$ cat config.mk
export PLATFORM = sky130hd
export DESIGN_NAME = bsearch_initiator
export DESIGN_NICKNAME = d
export VERILOG_FILES = /design/src/rtl/bsearch_pkg.sv /design/src/rtl/bsearch_initiator.sv
export SDC_FILE = /design/constraint.sdc
export NUM_CORES = 1
export LEC_CHECK = 0
export ABC_AREA = 1
export CORE_ASPECT_RATIO = 1.25
export CORE_MARGIN = 2
export CORE_UTILIZATION = 55
export DETAILED_ROUTE_END_ITERATION = 10
export PLACE_DENSITY = 0.81
export SYNTH_ARGS = -nofsm -noshare
export SYNTH_HDL_FRONTEND = slang
export SYNTH_SLANG_ARGS = --single-unit
$ cat constraint.sdc
create_clock -name clk -period 3.6 [get_ports clk]
set_input_delay 0.36 -clock clk [delete_from_list [all_inputs] [get_ports clk]]
set_output_delay 0.36 -clock clk [all_outputs]
set_load 0.01 [all_outputs]
$ cat src/rtl/bsearch_pkg.sv
// Shared types and helpers for the binary-search comparator initiator.
package bsearch_pkg;

   typedef enum logic [1:0] {
      IDLE   = 2'd0,
      SEARCH = 2'd1,
      DONE   = 2'd2
   } state_t;

   // Widest operand the midpoint helper supports.
   localparam int MID_W = 32;

   // Midpoint of [lo, hi]; the sum is formed one bit wider so it cannot wrap.
   function automatic logic [MID_W-1:0] mid(input logic [MID_W-1:0] lo,
                                            input logic [MID_W-1:0] hi);
      logic [MID_W:0] sum;
      sum = {1'b0, lo} + {1'b0, hi};
      return MID_W'(sum >> 1);
   endfunction

endpackage

$ cat src/rtl/bsearch_initiator.sv
// Binary-search initiator: drives a registered probe into an external
// combinational comparator and narrows [lo, hi] from its three flags until the
// target is located, the window is exhausted, or the flags are malformed.
module bsearch_initiator
   import bsearch_pkg::*;
#(
   parameter  int WIDTH  = 3,
   localparam int STEP_W = $clog2(WIDTH + 2)
) (
   input  logic              clk,
   input  logic              rst_n,
   input  logic              start,
   output logic [WIDTH-1:0]  probe,
   input  logic              cmp_lesser,
   input  logic              cmp_equal,
   input  logic              cmp_greater,
   output logic              busy,
   output logic              done,
   output logic              found,
   output logic              error,
   output logic [WIDTH-1:0]  result,
   output logic [STEP_W-1:0] steps
);

   localparam logic [WIDTH-1:0] MAX = '1;

   state_t             state, state_n;
   logic [WIDTH-1:0]   lo, lo_n, hi, hi_n, probe_n, result_n;
   logic [STEP_W-1:0]  steps_n;
   logic               found_n, error_n;

   assign busy = (state == SEARCH);
   assign done = (state == DONE);

   // State and datapath registers; reset clears everything, even mid-search.
   always_ff @(posedge clk) begin
      if (!rst_n) begin
         state  <= IDLE;
         lo     <= '0;
         hi     <= MAX;
         probe  <= '0;
         steps  <= '0;
         found  <= 1'b0;
         error  <= 1'b0;
         result <= '0;
      end else begin
         state  <= state_n;
         lo     <= lo_n;
         hi     <= hi_n;
         probe  <= probe_n;
         steps  <= steps_n;
         found  <= found_n;
         error  <= error_n;
         result <= result_n;
      end
   end

   // Next-state and window update; one comparison is consumed per SEARCH cycle.
   always_comb begin
      state_n  = state;
      lo_n     = lo;
      hi_n     = hi;
      probe_n  = probe;
      steps_n  = steps;
      found_n  = found;
      error_n  = error;
      result_n = result;
      case (state)
         IDLE: begin
            if (start) begin
               state_n  = SEARCH;
               lo_n     = '0;
               hi_n     = MAX;
               probe_n  = MAX >> 1;
               steps_n  = '0;
               found_n  = 1'b0;
               error_n  = 1'b0;
               result_n = '0;
            end
         end
         SEARCH: begin
            steps_n = steps + STEP_W'(1);
            if (!$onehot({cmp_lesser, cmp_equal, cmp_greater})) begin
               error_n = 1'b1;
               found_n = 1'b0;
               state_n = DONE;
            end else if (cmp_equal) begin
               found_n  = 1'b1;
               result_n = probe;
               state_n  = DONE;
            end else if (cmp_lesser) begin
               // Target lies above the probe; nothing left once probe reaches hi.
               if (probe == hi) begin
                  found_n = 1'b0;
                  state_n = DONE;
               end else begin
                  lo_n    = probe + WIDTH'(1);
                  probe_n = WIDTH'(mid(MID_W'(probe + WIDTH'(1)), MID_W'(hi)));
               end
            end else begin
               // Target lies below the probe; stop at lo rather than underflow.
               if (probe == lo) begin
                  found_n = 1'b0;
                  state_n = DONE;
               end else begin
                  hi_n    = probe - WIDTH'(1);
                  probe_n = WIDTH'(mid(MID_W'(lo), MID_W'(probe - WIDTH'(1))));
               end
            end
         end
         DONE:    state_n = IDLE;
         default: state_n = IDLE;
      endcase
   end

endmodule

* Word level (Yosys, flattened, before mapping)
Cells that the tools add are included.
W data, S select, Z words.
** Word-level totals
- Register bits after elaboration :: 19
- Bits of input ports :: 6
- Output and inout port bits :: 13
- Logic and storage cells :: 84
** Cells by class
- Add/subtract/negate cells :: 9
- Eq/ne operators :: 18
- Mux-type cells :: 39
- Reduce and logical (&&, ||, !) cells :: 10
** Operators with widths (count)
- $mux W3 :: 18
- $pmux W3 S2 :: 5
- $reduce_and A6 Y1 :: 3
- $ne A2 B2 Y1 const B :: 8
- $mux W2 :: 6
- $ne A5 B4 Y1 const B :: 2
- $reduce_and A4 Y1 :: 2
- $mux W1 :: 7
- $add A3 B1 Y3 const B :: 2
- $eq A3 B3 Y1 :: 2
- $ne A3 B3 Y1 const B :: 2
- $reduce_and A3 Y1 :: 2
- $add A3 B1 Y4 const B :: 1
- $add A3 B4 Y4 :: 1
- $add A4 B3 Y4 :: 1
- $eq A2 B1 Y1 const B :: 2
- $pmux W1 S2 :: 2
- $pmux W2 S2 :: 1
- $sub A3 B1 Y4 const B :: 1
- $sub A3 B1 Y3 const B :: 1
- $add A1 B1 Y2 :: 1
- $add A2 B1 Y2 :: 1
- $eq A2 B2 Y1 const B :: 1
- $logic_not A2 Y1 :: 1
- 3 further kinds :: 3

* Logic depth before layout (Yosys ltp)
Gate-level depths: netlist of run 1.
- Depth in word-level cells :: 7
- Gate-level depth with buffers :: 12
- Gate-level depth less buffers :: 12

* Worst setup path before layout of run 1
Ideal clock, no wire load.
- Kind :: reg2reg
- Start :: reg probe[1]
- End :: reg probe[1]
- Library setup time :: 115 ps
- Data arrival time :: 1867 ps
- Required time :: 3485 ps
- Path slack :: 1617 ps
- Stages on the path, launching flop included :: 11
- Path buffers :: 0
- Period minus slack after synthesis :: 1983 ps
- Cell sequence :: dfxtp_1 -> inv_1 -> ha_1 -> inv_1 -> ha_1 -> fa_1 -> nand3b_1 -> nand2_1 -> nand3_1 -> nand2_1 -> nor2_1
** Between the ends
- Cells in the longest elaborated chain, start to end :: 7
- Elaborated cells on any way between the ends :: 15
- Those cells by class :: 4 x add/sub; 4 x eq/ne; 6 x mux; 1 x reduce/logical
** RTL lines
- from (decl) :: line bsearch_initiator.sv:13 : output logic [WIDTH-1:0] probe,
- from (signal assigned) :: line bsearch_initiator.sv:50 : probe <= probe_n;
- $sub A3 B1 Y4 or $add A3 B1 Y4 (tied branches) :: line bsearch_initiator.sv:107, bsearch_initiator.sv:98
- $add A3 B4 Y4 or $add A4 B3 Y4 (tied branches) :: line bsearch_pkg.sv:17 : sum = {1'b0, lo} + {1'b0, hi};
- $mux W3 (on tied branches) :: line bsearch_initiator.sv:102, bsearch_initiator.sv:93
- $mux W3 :: line bsearch_initiator.sv:91 : end else if (cmp_lesser) begin
- $mux W3 :: line bsearch_initiator.sv:87 : end else if (cmp_equal) begin
- $mux W3 :: line bsearch_initiator.sv:83 : if (!$onehot({cmp_lesser, cmp_equal, cmp_greater})) begin
- $pmux W3 S2 :: line bsearch_initiator.sv:68 : case (state)
Several ways; a longest one is shown, not always the timed one. The select of a mux whose other input is x is not followed.
A chain may end at the register's enable or synchronous reset.

* Worst setup path in the final report of run 1
Same ends and word-level chain as after synthesis.

==> run_results.csv, run 1 <==
group,metric,value,unit
place,dpl.cell_count,236,
floorplan,core.rowCount,19,
setup_path,worst_path_max_delay_cell,"sky130_fd_sc_hd__dfxtp_1",
pwr,power.density,574,nW/um^2
clocking,cts.root.buffer_cell,"sky130_fd_sc_hd__clkbuf_4",
floorplan,initial_core_util,0.583,
cells_and_area,final-instance-count-excl-fill,240,
timing,maxSlewHeadroom,0.604,
route,detail_route.drc_violations,0,
timing,setup_tns,0,ns
grt,global_route.peak_usage_layer,"met2",
cells_and_area,layout.cells.most_common,"sky130_fd_sc_hd__nand2_1",
yosys,post_synth_inst_count,191,
route,drt_iter0_markers,40,
place,io_buffer_count,18,
grt,grt_usage,0.242,
setup_path,startpoint_type,"flip-flop",
route,vias_per_std_cell,5.07,
grt,grt_util_met1,0.270,
timing,max_slew.worst_pin.slew,0.592,ns
cells_and_area,post_route_cells_drive_above_1_share,0.0718,
clocking,post_cts.resized_instances,0,
clocking,later_pin_clock_latency_in_the_skew_report,0.30,ns
hold_path,hold-path-cell-count,2,
timing,post-route-worst-setup-slack,1.36,ns
hold_path,worstHoldStart,"hi[0]",
hold_path,holdCritPathClass,"flip-flop to flip-flop",
setup_path,critical_path.max_fanout,7,
pwr,post-layout-total-power,864,uW
pwr,vdd_drop_max,530,uV
place,gp_routability_congestion,0.900,
place,placed_cell_area,1480,um^2
timing,slew_viol_final,0,
grt,groute.layer.met3.usage,0.0561,
yosys,number_of_flops_mapped_to_enable_cells_by_yosys,0,
pwr,leakagePower,0.736,nW
route,antenna_violating_nets_post_route,0,
yosys,postSynth.asyncResetShare,0,
timing,final-setup-viol-count,0,
yosys,mux_cell_area_share_after_synthesis,0,
grt,grt_pass1_wl,4800,um
cells_and_area,finalInstanceArea,1510,um^2
floorplan,die_width,47.3,um
timing,hold_slack,0.476,ns
yosys,simple_gate_area_share_of_the_yosys_netlist,0.370,
outcome,run_status,"complete, no violations",
yosys,synthesis.nets,210,
route,wirelength,2780,um
timing,period_share,0.624,
setup_path,critPathMaxStageDelay,0.54,ns
timing,report.final.hold_viol_count,0,
cells_and_area,num-fill-cells,206,
setup_path,critical_path_arrival,2.45,ns
setup_path,timing_worst_setup_path_type,"flip-flop to flip-flop",
route,drtPass1Iterations,4,
grt,pin_count_of_the_biggest_net_entering_global_routing,18,
floorplan,die-height,58.1,um
place,dp.final_hpwl,2200,um
yosys,post_synth_xor_area_fraction,0.00680,
grt,grtUsageMet2,0.429,
yosys,synthFlopType,"sky130_fd_sc_hd__dfxtp_1",
yosys,yosys.cell_types.count,25,
place,worst_setup_slack_before_clock_tree_synthesis,1.23,ns
yosys,seq_area_frac_synth,0.295,
setup_path,r2r_end,"probe[1]",
setup_path,setup.reg_to_reg.worst_slack,1.36,ns
cells_and_area,finalNetCount,229,
setup_path,ff2ff_path_depth,10,
setup_path,rr_startpoint,"probe[1]",
clocking,cts.sinks,19,
timing,setup_repair_after_global_routing_missed_its_margin,"no",
clocking,post_cts_clock_slew_at_the_launch_and_capture_registers_of_the_worst_setup_and_hold_paths,0.11,ns
route,avgRoutedWirePerCell,11.6,um
clocking,holdBufCountCts,0,
cells_and_area,final_cell_mix,"sky130_fd_sc_hd__nand2_1, sky130_fd_sc_hd__nor2_1, sky130_fd_sc_hd__inv_1, sky130_fd_sc_hd__dfxtp_1, sky130_fd_sc_hd__clkdlybuf4s50_1",
yosys,synth.ff_latch_count,19,
hold_path,timing.hold.worst_endpoint,"hi[0]",
cells_and_area,layout-area-overhead-vs-synth,16.8,%
clocking,total_clock_buffers_created_by_cts,3,
timing,max_freq,0.445,GHz
yosys,synth_top_family_by_area,"simple AND/OR/NAND/NOR gates",
floorplan,die_area,2750,um^2
yosys,synth_area_per_cell,6.75,um^2
floorplan,core_area,2210,um^2
setup_path,required,3.81,ns
grt,antenna_found_initial,0,
clocking,post_cts.repair.setup_buffers,0,
setup_path,critical_path.cell_chain,"inv_1 > ha_1 > inv_1 > ha_1 > fa_1 > nand3b_1 > nand2_1 > nand3_1 > nand2_1 > nor2_1",
clocking,cts_max_level,1,
timing,final_period_minus_worst_setup_slack,2.24,ns
cells_and_area,num_antenna_cells,0,
yosys,synth_compound_gate_area_share,0.0767,
floorplan,io_pins,19,
run,drv.max_cap_violation_count,0,
grt,grt_pass1_vias,1199,
clocking,tritoncts,"built",
cells_and_area,final_core_utilization,0.681,
yosys,synthAdderAreaFrac,0.144,
timing,finalClockSkew,0.00252,ns
grt,global_route.overflow_total,0,
setup_path,end_kind,"flip-flop",
yosys,netlist_area,1290,um^2
clocking,cts-root-to-sink-buffers,2,
route,routed-via-count,1217,
yosys,synth_warnings,0,
==> per-layer routing <==
layer / part of all wire / vias up
met1: 0.41 / 555
met3: 0.034 / 9
li1: - / 629
met4: 0.027 / 0
met2: 0.53 / 24
met5: 0 / -
==> how the worst max path moves through the flow <==
stage / start / endpoint / slack [ns] / cells past startpoint
floorplan: probe[1] / probe[1] / 1.62 / 10
global placement: cmp_lesser / lo[1] / 1.32 / 10
detailed placement: cmp_lesser / lo[1] / 1.23 / 10
CTS: probe[1] / probe[1] / 1.37 / 10
global route: probe[1] / probe[1] / 1.19 / 10
finish: probe[1] / probe[1] / 1.36 / 10
==> sequential cells by signal (all words and copies together) (netlist names) <==
register  count
state         2
result        3
error         1
lo            3
found         1
steps         3
probe         3
hi            3
==> logic make-up after synthesis <==
family | after synthesis
adders and majority gates | 13
buffers and inverters | 33
DFF | 19
and+or+nand+nor | 110
AOI/OAI and AO/OA | 15
xor gates and xnor gates | 1
==> power by group <==
| part | switching [mW] | internal, mW |
|---|---|---|
| logic | 0.272 | 0.190 |
| clock network | 0.0690 | 0.0415 |
| registers | 0.0418 | 0.250 |
==> cell type report <==
| type | count | area [um^2] | share of cell area |
|---|---|---|---|
| clock buffer | 3 | 22.5 | 0.0150 |
| clock inverter | 1 | 5.00 | 0.00333 |
| inverter | 29 | 109 | 0.0723 |
| multi-input combinational | 139 | 769 | 0.511 |
| sequential | 19 | 380 | 0.253 |
| tap | 31 | 38.8 | 0.0258 |
| timing repair buffer | 18 | 180 | 0.120 |
==> worst max-delay path, delay by kind of cell (launching register included) <==
kind	cells	cell delay (ns)
simple gates	5	0.48
fa+ha+maj	3	0.94
flops	1	0.54
buf+inv	2	0.18
==> synth_stat cells (all sizes together), types with 2 or more instances <==
library cell	count	area, um^2
ha	10	125
clkbuf	2	7.51
nand3b	2	15.0
inv	27	101
dfxtp	19	380
nand3	17	85.1
clkinv	2	7.51
buf	2	22.5
nand2	57	226
fa	3	60.1
a21oi	8	51.3
o21ai	5	25.0
nor2	32	138
(Power assumes the default switching activity.)
==> inputs of run 2 (changes only) <==
CORE_UTILIZATION = 48   (was 55)
PLACE_DENSITY = 0.75   (was 0.81)
clock period = 1.9 ns   (was 3.6 ns; I/O delays follow)
==> run_results.csv, run 2 (synthesis gave the netlist of run 1 again) <==
group,metric,value,unit
pwr,vdd_drop_max,622,uV
route,detail_route.drc_violations,0,
pwr,power.density,1080,nW/um^2
clocking,post_cts.repair.setup_buffers,0,
timing,max_freq,0.552,GHz
grt,global_route.overflow_total,0,
cells_and_area,post_route_cells_drive_above_1_share,0.138,
timing,slew_viol_final,0,
outcome,run_status,"complete, no violations",
run,drv.max_cap_violation_count,0,
route,avgRoutedWirePerCell,11.8,um
floorplan,core.rowCount,21,
grt,grt_pass1_vias,1235,
route,antenna_violating_nets_post_route,0,
place,gp_routability_congestion,0.876,
place,dpl.cell_count,248,
cells_and_area,finalInstanceArea,1610,um^2
cells_and_area,final_cell_mix,"sky130_fd_sc_hd__nand2_1, sky130_fd_sc_hd__nor2_1, sky130_fd_sc_hd__inv_1, sky130_fd_sc_hd__dfxtp_1, sky130_fd_sc_hd__clkdlybuf4s50_1",
pwr,leakagePower,0.779,nW
floorplan,initial_core_util,0.490,
route,wirelength,2980,um
route,drt_iter0_markers,30,
timing,max_slew.worst_pin.slew,0.313,ns
cells_and_area,num-fill-cells,245,
timing,setup_tns,0,ns
timing,maxSlewHeadroom,0.791,
timing,period_share,0.954,
clocking,cts.root.buffer_cell,"sky130_fd_sc_hd__clkbuf_4",
cells_and_area,final-instance-count-excl-fill,252,
timing,final_period_minus_worst_setup_slack,1.81,ns
hold_path,holdCritPathClass,"flip-flop to flip-flop",
cells_and_area,num_antenna_cells,0,
clocking,tritoncts,"built",
floorplan,die_area,3120,um^2
place,placed_cell_area,1560,um^2
clocking,cts_max_level,1,
setup_path,timing_worst_setup_path_type,"flip-flop to flip-flop",
setup_path,critPathMaxStageDelay,0.43,ns
route,routed-via-count,1279,
grt,pin_count_of_the_biggest_net_entering_global_routing,13,
cells_and_area,finalNetCount,238,
timing,setup_repair_after_global_routing_missed_its_margin,"no",
clocking,cts.sinks,19,
clocking,post_cts_clock_slew_at_the_launch_and_capture_registers_of_the_worst_setup_and_hold_paths,0.10,ns
place,io_buffer_count,18,
clocking,later_pin_clock_latency_in_the_skew_report,0.30,ns
setup_path,required,2.10,ns
place,dp.final_hpwl,2380,um
floorplan,die-height,61.9,um
pwr,post-layout-total-power,1.74,mW
setup_path,path_common_cell,"sky130_fd_sc_hd__nand2_1",
clocking,cts-root-to-sink-buffers,2,
floorplan,core_area,2630,um^2
clocking,total_clock_buffers_created_by_cts,3,
grt,antenna_found_initial,0,
setup_path,critical_path.max_fanout,2,
route,drtPass1Iterations,4,
cells_and_area,regArea,382,um^2
timing,finalClockSkew,0.00628,ns
route,vias_per_std_cell,5.08,
grt,grt_pass1_wl,5020,um
setup_path,startpoint_type,"flip-flop",
setup_path,end_kind,"flip-flop",
grt,grt_usage,0.214,
cells_and_area,multi_input_comb_area,787,um^2
cells_and_area,layout.cells.most_common,"sky130_fd_sc_hd__nand2_1",
cells_and_area,layout-area-overhead-vs-synth,24.7,%
floorplan,die_width,50.3,um
timing,final-setup-viol-count,0,
setup_path,critical_path_arrival,2.01,ns
timing,report.final.hold_viol_count,0,
floorplan,io_pins,19,
setup_path,critical_path.cell_chain,"inv_2 > ha_4 > inv_1 > ha_2 > fa_1 > nand3b_1 > nand2_1 > nand3_1 > nand2_1 > nor2_1",
setup_path,worst_path_max_delay_cell,"sky130_fd_sc_hd__fa_1",
==> run 2: cell count changes in the layout (fill, tap and decap cells not counted) <==
cell,change
sky130_fd_sc_hd__buf_12,+1
sky130_fd_sc_hd__buf_4,+8
sky130_fd_sc_hd__clkbuf_1,+1
sky130_fd_sc_hd__clkinv_2,-1
sky130_fd_sc_hd__dfxtp_1,-1
sky130_fd_sc_hd__dfxtp_2,+1
sky130_fd_sc_hd__ha_1,-2
sky130_fd_sc_hd__ha_2,+1
sky130_fd_sc_hd__ha_4,+1
sky130_fd_sc_hd__inv_1,-3
sky130_fd_sc_hd__inv_2,+3
sky130_fd_sc_hd__nor2_1,-1
sky130_fd_sc_hd__nor2_2,+1
==> run 2: per-stage QoR <==
step / hold WS, ns / setup WS [ns] / util
floorplan: 0.374 / 0.0222 / -
global placement: 0.457 / -0.0970 / 0.595
detailed placement: 0.471 / -0.197 / 0.595
CTS: 0.495 / 0.0529 / 0.605
global route: 0.510 / 0.00589 / 0.611
finish: 0.489 / 0.0883 / 0.611
==> run 2: metal layers <==
metal	track usage	wire length, um	part of all wire	vias up
met5	0	0	0	-
met4	0.116	104	0.035	0
met3	0.0383	103	0.035	12
met2	0.414	1600	0.54	38
met1	0.224	1180	0.39	582
li1	-	-	-	647
==> run 2: timing repair <==
action | 4_1_cts | 5_1_grt
resized for setup | 0 | 6
hold buffers | 0 | 0
endpoints found under the setup margin | 0 | 3
==> run 2: path summary, 6_finish.rpt <==
path	to	startpoint	cells after the start	slack [ns]
setup / recovery	probe[1]	probe[1]	10	0.09
hold / removal	lo[0]	lo[0]	2	0.49
setup reg to reg	probe[1]	probe[1]	10	0.09
hold reg to reg	lo[0]	lo[0]	2	0.49
==> run 2: cell type report <==
| type | instances | share of cell area |
|---|---|---|
| inverter | 29 | 0.0678 |
| sequential | 19 | 0.238 |
| multi-input combinational | 139 | 0.490 |
| tap | 34 | 0.0265 |
| timing repair buffer | 27 | 0.162 |
| clock buffer | 4 | 0.0164 |
==> run 2: report_power, final <==
part / internal [mW] / switching [mW] / leakage (nW) / total, mW
Sequential: 0.475 / 0.0565 / 0.156 / 0.532
Combinational: 0.439 / 0.562 / 0.608 / 1.00
Clock: 0.0819 / 0.124 / 0.0150 / 0.206
Total: 0.996 / 0.742 / 0.779 / 1.74
==> run 2: critical path, delay by kind of cell (launching register included) <==
kind,cells,cell delay (ns)
adder cells (fa/ha/maj),3,0.86
buffers and inverters,2,0.09
AND/OR/NAND/NOR,5,0.41
flip-flops,1,0.35
